$ cat config.mk
export PLATFORM = sky130hd
export DESIGN_NAME = affine_addr_gen_flat
export DESIGN_NICKNAME = d
export VERILOG_FILES = /design/src/rtl/affine_addr_gen_if.sv /design/src/rtl/affine_addr_gen.sv /design/src/flat_wrapper.sv
export SDC_FILE = /design/constraint.sdc
export NUM_CORES = 1
export LEC_CHECK = 0
export BUFFER_PORTS_ARGS = -buffer_cell sky130_fd_sc_hd__buf_4
export CORE_MARGIN = 1
export CORE_UTILIZATION = 61
export DETAILED_ROUTE_END_ITERATION = 7
export PLACE_DENSITY = 0.88
export SYNTH_ARGS = -nofsm -noshare
export SYNTH_HDL_FRONTEND = slang
export SYNTH_SLANG_ARGS = --single-unit
$ cat constraint.sdc
create_clock -name clk -period 6.45 [get_ports clk]
set_input_delay 1.29 -clock clk [delete_from_list [all_inputs] [get_ports clk]]
set_output_delay 1.29 -clock clk [all_outputs]
set_load 0.05 [all_outputs]
$ cat src/rtl/affine_addr_gen_if.sv
// affine_addr_gen_if: scan request/config and address stream bundle.
// AFFINE_ADDR_GEN_BOUNDS_EN adds limit/addr_err.
interface affine_addr_gen_if #(parameter int WIDTH = 32, parameter int DIMS = 3);
    logic                   start;
    logic [WIDTH-1:0]       offset;
    logic [DIMS*WIDTH-1:0]  extent;
    logic [DIMS*WIDTH-1:0]  stride;
    logic                   busy;
    logic                   out_valid;
    logic                   out_ready;
    logic [WIDTH-1:0]       addr;
    logic                   last;
    logic                   done;
`ifdef AFFINE_ADDR_GEN_BOUNDS_EN
    logic [WIDTH-1:0]       limit;
    logic                   addr_err;
    modport master(input start, offset, extent, stride, out_ready, limit,
                   output busy, out_valid, addr, last, done, addr_err);
    modport slave(output start, offset, extent, stride, out_ready, limit,
                  input busy, out_valid, addr, last, done, addr_err);
`else
    modport master(input start, offset, extent, stride, out_ready,
                   output busy, out_valid, addr, last, done);
    modport slave(output start, offset, extent, stride, out_ready,
                  input busy, out_valid, addr, last, done);
`endif
endinterface

$ cat src/rtl/affine_addr_gen.sv
// affine_addr_gen: nested-loop affine address generator, addr = offset + sum(idx[d]*stride[d]).
// AFFINE_ADDR_GEN_BOUNDS_EN adds a latched limit and an addr_err flag.
module affine_addr_gen #(
    parameter int WIDTH = 32,
    parameter int DIMS  = 3
) (
    input logic               clk,
    input logic               rst,
    affine_addr_gen_if.master bus
);
    localparam logic [WIDTH-1:0] ONE = WIDTH'(1);
    typedef enum logic {IDLE, RUN} state_t;
    state_t                        state, state_nxt;
    logic [DIMS-1:0][WIDTH-1:0]    ext_r, str_r, idx, acc, em1;
    logic [WIDTH-1:0]              off_r, sum;
    logic [DIMS-1:0]               wrap, step;
    logic                          run, accept, fire, last, done_r;
    always_ff @(posedge clk) begin
        if (rst)
            state <= IDLE;
        else
            state <= state_nxt;
    end
    always_comb begin
        run       = state == RUN;
        accept    = !run && bus.start;
        fire      = run && bus.out_ready;
        last      = run && &wrap;
        state_nxt = accept ? RUN : (fire && last) ? IDLE : state;
    end
    for (genvar d = 0; d < DIMS; d++) begin : g_dim
        // extent 0 behaves as 1, so the terminal index is 0 either way
        assign em1[d]  = (ext_r[d] == '0) ? '0 : ext_r[d] - ONE;
        assign wrap[d] = idx[d] == em1[d];
        if (d == 0) begin : g_lo
            assign step[d] = fire;
        end else begin : g_hi
            assign step[d] = fire && &wrap[d-1:0];
        end
    end
    always_ff @(posedge clk) begin
        if (rst) begin
            off_r  <= '0;
            ext_r  <= '0;
            str_r  <= '0;
            idx    <= '0;
            acc    <= '0;
            done_r <= 1'b0;
        end else begin
            done_r <= fire && last;
            if (accept) begin
                off_r <= bus.offset;
                ext_r <= bus.extent;
                str_r <= bus.stride;
                idx   <= '0;
                acc   <= '0;
            end else begin
                for (int d = 0; d < DIMS; d++)
                    if (step[d]) begin
                        idx[d] <= wrap[d] ? '0 : idx[d] + ONE;
                        acc[d] <= wrap[d] ? '0 : acc[d] + str_r[d];
                    end
            end
        end
    end
    always_comb begin
        sum = off_r;
        for (int d = 0; d < DIMS; d++)
            sum = sum + acc[d];
    end
    assign bus.busy      = run;
    assign bus.out_valid = run;
    assign bus.addr      = sum;
    assign bus.last      = last;
    assign bus.done      = done_r;
`ifdef AFFINE_ADDR_GEN_BOUNDS_EN
    logic [WIDTH-1:0] limit_r;
    always_ff @(posedge clk) begin
        if (rst)
            limit_r <= '0;
        else if (accept)
            limit_r <= bus.limit;
    end
    assign bus.addr_err = run && (sum >= limit_r);
`endif
endmodule

$ cat src/flat_wrapper.sv
// flat-port wrapper written by rule: the top's interface ports become plain ports
module affine_addr_gen_flat 
#(
    parameter int WIDTH = 32,
    parameter int DIMS  = 3
)
  (clk, rst, bus_start, bus_offset, bus_extent, bus_stride, bus_out_ready, bus_busy, bus_out_valid, bus_addr, bus_last, bus_done);
  affine_addr_gen_if #(.WIDTH(WIDTH), .DIMS(DIMS)) bus_i ();
  input logic clk;
  input logic rst;
  input wire logic [$bits(bus_i.start)-1:0] bus_start;
  input wire logic [$bits(bus_i.offset)-1:0] bus_offset;
  input wire logic [$bits(bus_i.extent)-1:0] bus_extent;
  input wire logic [$bits(bus_i.stride)-1:0] bus_stride;
  input wire logic [$bits(bus_i.out_ready)-1:0] bus_out_ready;
  output wire logic [$bits(bus_i.busy)-1:0] bus_busy;
  output wire logic [$bits(bus_i.out_valid)-1:0] bus_out_valid;
  output wire logic [$bits(bus_i.addr)-1:0] bus_addr;
  output wire logic [$bits(bus_i.last)-1:0] bus_last;
  output wire logic [$bits(bus_i.done)-1:0] bus_done;
  assign bus_i.start = bus_start;
  assign bus_i.offset = bus_offset;
  assign bus_i.extent = bus_extent;
  assign bus_i.stride = bus_stride;
  assign bus_i.out_ready = bus_out_ready;
  assign bus_busy = bus_i.busy;
  assign bus_out_valid = bus_i.out_valid;
  assign bus_addr = bus_i.addr;
  assign bus_last = bus_i.last;
  assign bus_done = bus_i.done;
  affine_addr_gen #(.WIDTH(WIDTH), .DIMS(DIMS)) u_core (.clk(clk), .rst(rst), .bus(bus_i));
endmodule
==> results.toml <==
[power_and_ir_drop]
clock_power_share_pct = 39.1
p_int_mw = 4.64
seqPwrFrac_pct = 42.1
p_per_area_nw_per_um2 = 215
leakage_nw = 12.7
finalPower_mw = 6.60
switchingPower_mw = 1.96
ir_drop_mv = 0.218
netSwitchingFraction_pct = 29.6
comb_power_share_pct = 18.8

[placement]
place_hpwl_um = 57400
place_congestion = 1.01
post-place-ws_ps = 396
placed_area_sq_um = 29200
port_buffers = 263
dp.cells = 4119

[sta]
final-hold-violation-count = 0
fin_skew_ps = 31.6
slew_viol_final = 0
max_slew_margin_pct = 14.4
layout_min_cycle_time_ps = 6340
setup_viol = 0
tightest_slew_ps = 1280
rsz0062_at_grt = "yes"
fmax_ghz = 0.158
fin_ws_ps = 105
finalCritPeriodShare_pct = 98.4

[worst_setup_path]
cp_max_fo = 4
crit_family = "compound AO/OA/AOI/OAI gates"
critical_path_buf_inv_count = 1
cp_slowest_cell = "fa_1"
setup.worst_path.start_class = "register"
end_kind = "primary output"
cp_common_cell = "fa_1"
worstSetupPathType = "register to primary output"
cp.arrival_ps = 5050
path_cells = "fa_1, fa_1, ha_1, a21o_1, a21oi_1, nand2_1, o2111a_2, o21a_1, o41a_1, a211oi_2, o21ai_2, a41o_1, o41ai_2, xnor2_1, buf_4"
cpPeakStageDelay_ps = 560
crit_required_ps = 5160

[clocking]
clock_latency_ps = 590
clk_path_buf_depth = 3
cts_tree = "yes"
clock_sinks = 418
cts_hold_buf = 0
cts_root_buf = "clkbuf_16"
cts_made_buffers = 44
clk_pin_slew_ps = 70
cts_max_level = 2

[final_layout]
final_util_pct = 71.1
antenna_cells = 0
final_nets = 4011
syn_to_final_growth_pct = 14.3
finalNonFillerCells = 4204
postLayoutCellArea_sq_um = 30800
drive_above_1_share_pct = 12.2

[floorplan]
rows = 76
io_pins = 264
die-area_sq_um = 44900
core_area_sq_um = 43300
initial_core_util_pct = 62.2
die_y_um = 212
die_w_um = 212

[routing]
wl_per_cell_um = 18.9
wirelength_um = 79600
detail_route.first_pass.iterations = 5
drc = 0
vias = 26500
drtIter0Drc = 2190
via_per_inst = 6.29
antenna_left = 0

[yosys]
ys_types = 94
synth_warnings = 0
synth_flop_cell = "dfxtp_1"
syn_inst = 3426
ys_seq_area_share_pct = 31.1
synth_fp_nets = 3849
synthArstFlopShare_pct = 0
avgSynthCellArea_sq_um = 7.85
ys_seq_elements = 418
synth_area_sq_um = 26900
synth_edf_count = 0

[min_path]
hold_class = "register to register"

[global_routing]
grt_pass1_wl_um = 127000
grt_usage_pct = 35.0
grt_pass1_vias = 24900
grt.overflow.total = 0
antenna_found_initial = 0
grt_max_degree = 227

[job]
max-cap-violations = 0

[run_status]
run_status = "completed"
cells in the final DEF, fill, tap and decap left out, types with 10 or more instances in the layout:
cell type  netlist  final
a211oi_1        26     25
a21o_1          50     50
a21oi_1        416    414
a22o_1          60     60
a22oi_1         11     11
a31oi_1         15     14
and2_1          13     12
and3_1          42     41
and4_1          11     11
buf_4            1    295
clkbuf_16        0     44
clkinv_2         0     10
dfxtp_1        418    416
fa_1            65     65
ha_1           130    130
inv_1           74     74
nand2_1        631    630
nand2b_1        24     24
nand3_1         98     98
nand4_1         42     42
nor2_1         203    203
nor2b_1         21     20
nor3_1          75     73
nor4_1          57     53
o211ai_1        10     10
o21a_1          21     21
o21ai_0        130    127
o21ai_1         12     13
o21bai_1        17     17
o31ai_1         22     22
or2_2           20     20
or3_1           85     85
or4_1           32     30
xnor2_1        147    147
xor2_1          74     74
layer usage:
metal | global-route usage, % | share of wire [%] | vias to the layer above
li1 | - | - | 12600
met1 | 43.6 | 40 | 12400
met2 | 58.9 | 47 | 1174
met3 | 4.56 | 7.1 | 257
met4 | 18.5 | 5.2 | 0
met5 | 0 | 0 | -
cell usage after synthesis, drive strengths merged (74+ instances only):
cell,count,area share [%]
ha,130,6.0
nor3,78,1.5
inv,74,1.0
xnor2,147,4.8
xor2,74,2.4
clkbuf,156,2.2
or3,86,2.0
dfxtp,418,31
o21ai,142,2.6
a21oi,416,7.7
nor2,203,2.8
nand3,98,1.8
nand2,631,8.8
state kept, by name, indices dropped and copies added, names as in the netlist:
| register | flops |
|---|---|
| u_core.str_r | 96 |
| u_core.bus.busy | 1 |
| u_core.ext_r | 96 |
| u_core.idx | 96 |
| u_core.off_r | 32 |
| u_core.acc | 96 |
| u_core.bus.done | 1 |
worst reg2reg max path, cell delays in order (launching register included):
cell and delay (ps):
dfxtp_1 390, inv_1 90, ha_1 240, nor3b_1 370
nand4_1 410, o311a_1 460, a2111oi_1 610, or3b_1 430
nor4_2 390, or4b_1 530, buf_4 280, nor4_4 340
buf_4 490, a21oi_1 150, o22ai_1 170
timing repair:
action                                  in CTS  in global routing
resized for setup                            6                 21
gates cloned                                 0                  0
pin swaps                                    0                  6
endpoints found under the setup margin       5                  8
buffers inserted                             0                  8
area by class of cell:
cell class | count | area, sq um
multi-input cells | 2752 | 17700
flip-flops and latches | 418 | 8370
clock inverters | 20 | 228
clock buffers | 57 | 1210
repair buffers | 298 | 2270
well taps | 585 | 732
fillers | 3502 | 12500
inverters | 74 | 278
power by group through the flow:
stage	logic (mW)	clock network [mW]	registers [mW]
3_3_place_gp	1.17	0	2.83
5_1_grt	1.34	2.72	2.79
4_1_cts	1.20	2.61	2.77
6_report	1.24	2.58	2.78
2_1_floorplan	0.851	0	2.79
3_5_place_dp	1.19	0	2.83
per-stage QoR:
stage	TNS (ps)	hold WS, ps
3_5_place_dp	0	451
2_1_floorplan	0	440
3_3_place_gp	0	447
6_report	0	459
5_1_grt	-102	477
4_1_cts	-35.7	460
cells by family (layout without fill, tap and decap cells):
group	Yosys count	in the layout	share of synthesized area, %
AOI/OAI and AO/OA	908	908	21.0
and+or+nand+nor	1414	1414	25.4
xor gates and xnor gates	224	224	7.45
muxes	11	11	0.423
DFF	418	418	31.1
adders and majority gates	195	195	10.9
buffers and inverters	256	449	3.78
path summary, 6_finish.rpt:
| kind | start | endpoint | slack (ps) | cells past startpoint |
|---|---|---|---|---|
| setup / recovery | u_core.off_r[9]$_SDFFE_PP0P_ | bus_addr[29] | 110 | 15 |
| hold / removal | u_core.str_r[79]$_SDFFE_PP0P_ | u_core.str_r[79]$_SDFFE_PP0P_ | 460 | 2 |
| setup reg to reg | u_core.ext_r[0]$_SDFFE_PP0P_ | u_core.acc[63]$_SDFFE_PP0P_ | 1040 | 14 |
| hold reg to reg | u_core.str_r[79]$_SDFFE_PP0P_ | u_core.str_r[79]$_SDFFE_PP0P_ | 460 | 2 |
Power figures use the tool's default switching activity.
